$ cat src/rtl/seg7_decoder_if.sv
// Seven-segment decoder bus: the raw segment input and the decoded result outputs.
interface seg7_decoder_if;
  logic [7:0] seg7;
  logic [3:0] digit;
  logic       digit_valid;
  logic       code_err;
  logic       seq_err;
  logic [7:0] digit_cnt;

  // Drives the segment bus and observes the decoded results.
  modport master (
    output seg7,
    input  digit, digit_valid, code_err, seq_err, digit_cnt
  );

  // The decoder itself.
  modport slave (
    input  seg7,
    output digit, digit_valid, code_err, seq_err, digit_cnt
  );
endinterface

$ cat src/rtl/seg7_decoder.sv
// Debounced seven-segment glyph decoder.
// A code must be sampled STABLE_CYCLES times in a row before it is accepted.
// An illegal stable code raises code_err, and a legal new code raises digit_valid.
// Optional macro SEG7_SEQ_CHECK_EN adds a check that each accepted digit equals
// the previous digit plus one, modulo 16.
module seg7_decoder #(
  parameter int unsigned STABLE_CYCLES = 2
) (
  input  logic           clk,
  input  logic           rst,
  seg7_decoder_if.slave  bus
);

  localparam int unsigned CNT_W = 4;
  localparam logic [CNT_W-1:0] CNT_MAX = '1;
  localparam logic [CNT_W-1:0] CNT_TGT =
    CNT_W'((STABLE_CYCLES >= 2) ? (STABLE_CYCLES - 2) : 0);

  typedef enum logic [1:0] {
    WAIT   = 2'd0,
    SETTLE = 2'd1,
    LOCK   = 2'd2
  } state_t;

  state_t           state_q, state_d;
  logic [6:0]       sample_q, sample_d;
  logic [CNT_W-1:0] cnt_q, cnt_d;
  logic [3:0]       digit_q, digit_d;
  logic             valid_q, valid_d;
  logic             err_q, err_d;
  logic [7:0]       dcnt_q, dcnt_d;
  logic             acc_q, acc_d;
`ifdef SEG7_SEQ_CHECK_EN
  logic             seq_q, seq_d;
`endif

  logic [6:0] seg_in;
  logic       change;
  logic       hit;
  logic [4:0] dec;
  logic       dp_unused;

  // The decimal point does not take part in decoding.
  assign dp_unused = bus.seg7[7];
  assign seg_in    = bus.seg7[6:0];

  // Glyph lookup. Bit 4 is the legal flag and bits 3:0 hold the hex value.
  function automatic logic [4:0] decode(input logic [6:0] s);
    case (s)
      7'h3F:   decode = 5'h10;
      7'h06:   decode = 5'h11;
      7'h5B:   decode = 5'h12;
      7'h4F:   decode = 5'h13;
      7'h66:   decode = 5'h14;
      7'h6D:   decode = 5'h15;
      7'h7D:   decode = 5'h16;
      7'h07:   decode = 5'h17;
      7'h7F:   decode = 5'h18;
      7'h6F:   decode = 5'h19;
      7'h77:   decode = 5'h1A;
      7'h7C:   decode = 5'h1B;
      7'h39:   decode = 5'h1C;
      7'h5E:   decode = 5'h1D;
      7'h79:   decode = 5'h1E;
      7'h71:   decode = 5'h1F;
      default: decode = 5'h00;
    endcase
  endfunction

  assign dec = decode(seg_in);

  // Next state, stability counting and acceptance decisions.
  always_comb begin
    state_d  = state_q;
    sample_d = seg_in;
    cnt_d    = (cnt_q == CNT_MAX) ? cnt_q : cnt_q + CNT_W'(1);
    digit_d  = digit_q;
    valid_d  = 1'b0;
    err_d    = 1'b0;
    dcnt_d   = dcnt_q;
    acc_d    = acc_q;
`ifdef SEG7_SEQ_CHECK_EN
    seq_d    = 1'b0;
`endif
    change   = (seg_in != sample_q);
    hit      = 1'b0;

    case (state_q)
      WAIT, LOCK: begin
        if (change) begin
          cnt_d = '0;
          if (STABLE_CYCLES <= 1) hit = 1'b1;
          else                    state_d = SETTLE;
        end
      end
      SETTLE: begin
        if (change) cnt_d = '0;
        else if (cnt_q == CNT_TGT) hit = 1'b1;
      end
      default: state_d = WAIT;
    endcase

    if (hit) begin
      state_d = LOCK;
      if (!dec[4]) begin
        err_d = 1'b1;
      end else if (!acc_q || (dec[3:0] != digit_q)) begin
        digit_d = dec[3:0];
        valid_d = 1'b1;
        dcnt_d  = dcnt_q + 8'd1;
        acc_d   = 1'b1;
`ifdef SEG7_SEQ_CHECK_EN
        if (acc_q && (dec[3:0] != 4'(digit_q + 4'd1))) seq_d = 1'b1;
`endif
      end
    end
  end

  // State and datapath registers.
  always_ff @(posedge clk or negedge rst) begin
    if (!rst) begin
      state_q  <= WAIT;
      sample_q <= '0;
      cnt_q    <= '0;
      digit_q  <= '0;
      valid_q  <= 1'b0;
      err_q    <= 1'b0;
      dcnt_q   <= '0;
      acc_q    <= 1'b0;
`ifdef SEG7_SEQ_CHECK_EN
      seq_q    <= 1'b0;
`endif
    end else begin
      state_q  <= state_d;
      sample_q <= sample_d;
      cnt_q    <= cnt_d;
      digit_q  <= digit_d;
      valid_q  <= valid_d;
      err_q    <= err_d;
      dcnt_q   <= dcnt_d;
      acc_q    <= acc_d;
`ifdef SEG7_SEQ_CHECK_EN
      seq_q    <= seq_d;
`endif
    end
  end

  assign bus.digit       = digit_q;
  assign bus.digit_valid = valid_q;
  assign bus.code_err    = err_q;
  assign bus.digit_cnt   = dcnt_q;
`ifdef SEG7_SEQ_CHECK_EN
  assign bus.seq_err     = seq_q;
`else
  assign bus.seq_err     = 1'b0;
`endif

endmodule

$ cat src/flat_wrapper.sv
// flat-port wrapper written by rule: the top's interface ports become plain ports
module seg7_decoder_flat 
#(
  parameter int unsigned STABLE_CYCLES = 2
)
  (clk, rst, bus_seg7, bus_digit, bus_digit_valid, bus_code_err, bus_seq_err, bus_digit_cnt);
  seg7_decoder_if bus_i ();
  input  logic clk;
  input  logic rst;
  input wire logic [$bits(bus_i.seg7)-1:0] bus_seg7;
  output wire logic [$bits(bus_i.digit)-1:0] bus_digit;
  output wire logic [$bits(bus_i.digit_valid)-1:0] bus_digit_valid;
  output wire logic [$bits(bus_i.code_err)-1:0] bus_code_err;
  output wire logic [$bits(bus_i.seq_err)-1:0] bus_seq_err;
  output wire logic [$bits(bus_i.digit_cnt)-1:0] bus_digit_cnt;
  assign bus_i.seg7 = bus_seg7;
  assign bus_digit = bus_i.digit;
  assign bus_digit_valid = bus_i.digit_valid;
  assign bus_code_err = bus_i.code_err;
  assign bus_seq_err = bus_i.seq_err;
  assign bus_digit_cnt = bus_i.digit_cnt;
  seg7_decoder #(.STABLE_CYCLES(STABLE_CYCLES)) u_core (.clk(clk), .rst(rst), .bus(bus_i));
endmodule
$ cat config.mk
export PLATFORM = sky130hd
export DESIGN_NAME = seg7_decoder_flat
export DESIGN_NICKNAME = d
export VERILOG_FILES = /design/src/rtl/seg7_decoder_if.sv /design/src/rtl/seg7_decoder.sv /design/src/flat_wrapper.sv
export SDC_FILE = /design/constraint.sdc
export NUM_CORES = 1
export LEC_CHECK = 0
export CAP_MARGIN = 20
export CORE_MARGIN = 2
export CORE_UTILIZATION = 53
export CTS_CLUSTER_DIAMETER = 200
export DETAILED_ROUTE_END_ITERATION = 10
export GPL_ROUTABILITY_DRIVEN = 0
export PLACE_DENSITY = 0.79
export SYNTH_ARGS = -nofsm -noshare
export SYNTH_HDL_FRONTEND = slang
export SYNTH_SLANG_ARGS = --single-unit
$ cat constraint.sdc
create_clock -name clk -period 2.3 [get_ports clk]
set_input_delay 0.345 -clock clk [delete_from_list [all_inputs] [get_ports clk]]
set_output_delay 0.345 -clock clk [all_outputs]
set_load 0.1 [all_outputs]
==> results.cfg, run 1 <==
[global_route]
grt_pass1_wl_mm = 6.24
grt_pass1_vias = 1358
antenna_found_initial = 0
grt_max_degree = 29
grtUsageTotal = 0.233
overflow = 0

[finish]
seq_area_um2 = 701
multiInputGateArea_um2 = 925
drive_gt1_frac = 0.392
diodes = 0
instances_no_fill = 243
area_growth_pct = 36.2
nNetsFinal = 226
nFillCells = 193

[timing]
finalCritPeriodShare = 1.04
max_freq_mhz = 420
worst_pin_slew_ns = 0.524
slew_headroom = 0.648
setup-tns-final_ns = -0.273
drv_slew = 0
post-route-min-period_ns = 2.38
fin_hold_ws_ns = 0.301
setup_violations = 8
fin_ws_ns = -0.0811
rsz0062_at_grt = true
fin_skew_ns = 0.00856
hold_viol = 0

[clock_tree]
cts_buffer_depth = 2
clockRootBuffer = clkbuf_4
cts-buffers-inserted = 3
hold_buffers = 0
htreeDepth = 1
clkTransAtPathRegs_ns = 0.14
cts_tree = yes
clkSinkCount = 28
worstSkewPairLatency_ns = 0.32

[synthesis]
synth_area_leaders = dfrtp_1 (44%), xnor2_1 (7.1%), xor2_1 (3.3%)
post_synth.cell_area_avg_um2 = 10.2
synth_top_area_frac = 0.435
seq_area_frac_synth = 0.435
synth_top_cell_by_area = dfrtp_1
syn_area_um2 = 1610
synth-seq-cells = 28
synthCells = 157
yosysUniqueCellTypes = 48
ys.flop_type = dfrtp_1
synth_edf_count = 0
yosysWarnings = 0
async_reset_ff_frac = 1.00
synth_nets = 170

[drt]
postRouteAntennaNets = 0
routed_wl_mm = 3.79
drt-initial-drc-count = 58
wl_per_cell_um = 15.6
drt_first_pass_iters = 4
drcViolationCount = 0
via_per_inst = 5.69
vias = 1383

[placed_design]
dp_hpwl_mm = 2.67
place.port_buffers = 22
dp_cells = 230

[critical_path]
max_stage_delay_ns = 0.51
arrival_ns = 2.60
cp_max_fo = 4
cp_slowest_cell = or4b_4
worstSetupPathType = in -> reg
cp-start-kind = input pin
cpMostUsedCell = buf_6
required_ns = 2.52
path_cells = buf_8 -> buf_6 -> nor4bb_4 -> buf_4 -> buf_6 -> o2bb2ai_4 -> a2111oi_4 -> xnor2_1 -> or4b_4 -> o21a_4 -> mux2_4
reg2reg_depth = 8
cp-end-kind = flop

[run_status]
violations = setup timing
status = finished with violations

[power]
p_int_w = 0.000693
clockPowerShare = 0.237
power_density_nw_per_um2 = 447
comb_power_share = 0.232
seqPwrFrac = 0.530
ir_drop_v = 0.000287
power_w = 0.000979
leakagePower_nw = 1.02
switching_share = 0.292
p_sw_w = 0.000286

[min_path]
whs_path_depth = 2
hold_path.class = in -> reg

[die]
core_area_um2 = 2830
io_pins = 25
fp.dieW_um = 59.1
num_rows = 19
initial_core_util = 0.569
die_h_um = 59.1
die_area_um2 = 3490

[job]
drv_cap = 0
[metrics by stage]
stage                     instance area [µm²]  setup WS, ns  utilization
final                                    2190       -0.0811        0.774
after CTS                                2180       -0.0756        0.770
after floorplan                          1660        -0.301            -
after global placement                   2040        -0.745        0.722
after detailed placement                 2040        -0.842        0.722
after global routing                     2190        -0.135        0.774
[power by group through the flow]
| stage | sequential (W) | combinational [W] | clock [W] |
|---|---|---|---|
| global placement | 0.000527 | 0.000205 | 0 |
| CTS | 0.000519 | 0.000223 | 0.000244 |
| detailed placement | 0.000528 | 0.000210 | 0 |
| finish | 0.000519 | 0.000227 | 0.000232 |
| global route | 0.000521 | 0.000243 | 0.000257 |
| floorplan | 0.000571 | 0.0000850 | 0 |
[final timing paths]
kind	slack, ns	to	start
worst min-delay path	0.30	u_core.sample_q[4]	bus_seg7[4]
max in group asynchronous	1.66	u_core.state_q[1]	rst
min in group asynchronous	0.38	u_core.bus.digit[3]	rst
worst max-delay path	-0.08	u_core.bus.digit_cnt[1]	bus_seg7[4]
worst min register to register	0.48	u_core.acc_q	u_core.acc_q
worst max register to register	0.11	u_core.bus.digit_cnt[6]	u_core.sample_q[0]
[metal layers]
layer,vias up,GRT usage,part of all wire
li1,670,-,-
met1,665,0.290,0.44
met2,36,0.397,0.49
met3,12,0.0371,0.032
met4,0,0.104,0.035
met5,-,0,0
[Yosys cell counts, types with 2 or more instances]
library cell	instances
ha_1	3
a31oi_1	3
nand3b_1	3
dfrtp_1	28
o211ai_1	4
nor2_1	11
xnor2_1	13
a21oi_1	7
buf_6	2
mux2i_1	3
nor3_1	2
buf_2	4
nand2_1	8
nor4bb_1	2
clkbuf_1	3
o2111ai_1	2
nand4b_1	2
o22ai_1	2
a21boi_0	2
nor4_1	3
nand4_1	2
or3b_2	2
nand3_1	6
and3_1	4
inv_1	6
or3_1	2
xor2_1	6
mux2_4	2
[registers in the layout, indices dropped and copies added (netlist names)]
name / cells
u_core.bus.digit: 4
u_core.bus.digit_valid: 1
u_core.bus.digit_cnt: 8
u_core.bus.code_err: 1
u_core.cnt_q: 4
u_core.acc_q: 1
u_core.state_q: 2
u_core.sample_q: 7
[cell usage in the layout, fill, tap and decap left out, types with 2 or more instances in the layout]
| cell | netlist | final |
|---|---|---|
| ha_1 | 3 | 3 |
| and3_1 | 4 | 4 |
| a21boi_0 | 2 | 2 |
| nand3b_1 | 3 | 3 |
| or3_1 | 2 | 2 |
| dfrtp_1 | 28 | 28 |
| nand2_1 | 8 | 8 |
| inv_1 | 6 | 6 |
| nand4b_1 | 2 | 2 |
| a21oi_1 | 7 | 6 |
| mux2i_1 | 3 | 3 |
| o2111ai_1 | 2 | 2 |
| o211ai_1 | 4 | 4 |
| buf_6 | 2 | 2 |
| nor2_1 | 11 | 11 |
| nor3_1 | 2 | 2 |
| mux2_4 | 2 | 2 |
| xnor2_1 | 13 | 13 |
| nand3_1 | 6 | 6 |
| buf_4 | 1 | 52 |
| nand4_1 | 2 | 2 |
| nor4_4 | 0 | 2 |
| xor2_1 | 6 | 6 |
| a31oi_1 | 3 | 2 |
| clkbuf_4 | 0 | 3 |
| buf_2 | 4 | 6 |
[repair_timing]
item	4_1_cts	5_1_grt
buffers inserted	8	1
setup endpoints to repair	14	10
pin swaps	10	1
hold endpoints to repair	0	0
gates resized for setup	42	4
[worst max-delay path: cells and delay by family]
family	cells	cell delay, ns
AOI/OAI and AO/OA	3	0.69
and+or+nand+nor	2	0.67
buffers and inverters	4	0.46
muxes	1	0.30
xor gates and xnor gates	1	0.13
[cell families after synthesis]
group | share of synthesized area
XOR/XNOR | 0.103
buffers and inverters | 0.0544
multiplexers | 0.0373
adder cells (fa/ha/maj) | 0.0233
flip-flops | 0.435
AND/OR/NAND/NOR | 0.198
other | 0.00233
AO/OA/AOI/OAI | 0.145
[cell type report]
class,instances,share of cell area
clock buffers,4,0.0166
repair buffers,62,0.214
inverters,6,0.0103
flip-flops and latches,28,0.320
well taps,31,0.0177
multi-input cells,112,0.422
No activity file was read; power rests on OpenSTA's default activity.
==> run 2: changes to the inputs <==
- REMOVE_ABC_BUFFERS: unset -> 1
==> run 2 against run 1 <==
First-iteration DRC count is 36% higher. Register-to-register slack better by 0.05 ns. Routed wire length is 10% higher. The run still ends with setup timing left. Largest power group unchanged. Design area is 0.97% higher. Via count is 1.0% higher. Combinational power is 2% higher. Sequential share of layout area is 0.31 points lower. Largest cell class unchanged. Core utilization is 0.75 points higher.
==> results.cfg, run 2 (same netlist as run 1, synthesis figures left out) <==
[run_status]
status = finished with violations
violations = setup timing

[clock_tree]
clockRootBuffer = clkbuf_4
htreeDepth = 1
cts_tree = yes
cts-buffers-inserted = 3
clkSinkCount = 28
cts_buffer_depth = 2
clkTransAtPathRegs_ns = 0.16
worstSkewPairLatency_ns = 0.34

[drt]
drcViolationCount = 0
wl_per_cell_um = 17.6
drt-initial-drc-count = 79
drt_first_pass_iters = 4
via_per_inst = 5.87
routed_wl_mm = 4.19
postRouteAntennaNets = 0
vias = 1397

[critical_path]
cp_max_fo = 8
worstSetupPathType = in -> reg
required_ns = 2.55
cp-end-kind = flop
arrival_ns = 2.58
cp-start-kind = input pin

[timing]
hold_viol = 0
max_freq_mhz = 430
fin_skew_ns = 0.0246
setup_violations = 4
post-route-min-period_ns = 2.32
fin_ws_ns = -0.0240
drv_slew = 0
finalCritPeriodShare = 1.01
setup-tns-final_ns = -0.0569
rsz0062_at_grt = true

[die]
die_area_um2 = 3490
num_rows = 19
initial_core_util = 0.569
core_area_um2 = 2830
die_h_um = 59.1
fp.dieW_um = 59.1
io_pins = 25

[power]
ir_drop_v = 0.000409
power_density_nw_per_um2 = 486
power_w = 0.00107
leakagePower_nw = 1.02

[min_path]
hold_path.class = in -> reg

[global_route]
grt_pass1_vias = 1303
grt_pass1_wl_mm = 6.15
grtUsageTotal = 0.238
overflow = 0
grt_max_degree = 29
antenna_found_initial = 0

[finish]
design_area_um2 = 2210
nNetsFinal = 221
largest_register_ffs = 8
diodes = 0
nFillCells = 176
final_common_cell = buf_4
final_cell_mix = buf_4 (44), dfrtp_1 (28), xnor2_1 (12)
area_growth_pct = 37.5
drive_gt1_frac = 0.386

[placed_design]
place.port_buffers = 22
place_area_um2 = 1960
dp_hpwl_mm = 2.55

[job]
drv_cap = 0
run 2: changes by cell type in the layout (fill, tap and decap cells not counted), moves of 2 or more:
cell | before | now
buf_2 | 6 | 1
buf_4 | 52 | 44
buf_6 | 2 | 10
nor4_2 | 0 | 2
nor4_4 | 2 | 0
run 2: worst paths after layout:
check                      depth (start not counted)                    start                       to  slack [ns]
min reg2reg                                        1  u_core.bus.digit_cnt[7]  u_core.bus.digit_cnt[7]        0.48
max reg2reg                                        8       u_core.sample_q[0]  u_core.bus.digit_cnt[6]        0.16
min                                                2              bus_seg7[4]       u_core.sample_q[4]        0.26
max                                                9              bus_seg7[4]      u_core.bus.digit[3]       -0.02
max in group asynchronous                          2                      rst       u_core.sample_q[6]        1.67
min in group asynchronous                          2                      rst          u_core.cnt_q[0]        0.35
run 2: area by class of cell:
| type | instances | area (µm²) | share of cell area |
|---|---|---|---|
| clock buffer | 3 | 22.5 | 0.0102 |
| clock inverter | 1 | 30.0 | 0.0136 |
| inverter | 6 | 22.5 | 0.0102 |
| multi-input combinational | 112 | 928 | 0.420 |
| sequential | 28 | 701 | 0.317 |
| tap | 31 | 38.8 | 0.0175 |
| timing repair buffer | 57 | 469 | 0.212 |
run 2: layer usage:
layer  global-route usage  vias up  wire [µm]
met4                0.101        0         83
met2                0.386       42       2170
li1                     -      661          -
met3               0.0480       10        152
met5                    0        -          0
met1                0.311      684       1770
run 2: where the power goes:
group	total [W]	internal (W)	switching, W
registers	0.000521	0.000507	0.0000137
logic	0.000231	0.0000907	0.000140
clock network	0.000323	0.000176	0.000146
total	0.00107	0.000774	0.000300
run 2: per-stage QoR:
stage,std cells,util,worst slack [ns],hold slack [ns]
global placement,225,0.694,-0.754,0.444
finish,238,0.782,-0.0240,0.256
global route,238,0.782,-0.0885,0.229
floorplan,146,-,-0.416,0.0494
detailed placement,225,0.694,-0.844,0.461
CTS,233,0.751,0.000945,0.255
run 2: critical path: stages:
cell     delay (ns)
buf_6          0.11
buf_4          0.17
or2_4          0.26
a31oi_1        0.25
o22ai_2        0.15
xor2_1         0.18
or4b_4         0.59
o21a_4         0.24
mux2_4         0.29
run 2: what timing repair did:
action / CTS / global route
cloned: 0 / 0
hold buffers: 0 / 0
setup buffers: 4 / 7
pin swaps: 8 / 11
endpoints found under the setup margin: 13 / 11
gates resized for setup: 41 / 21
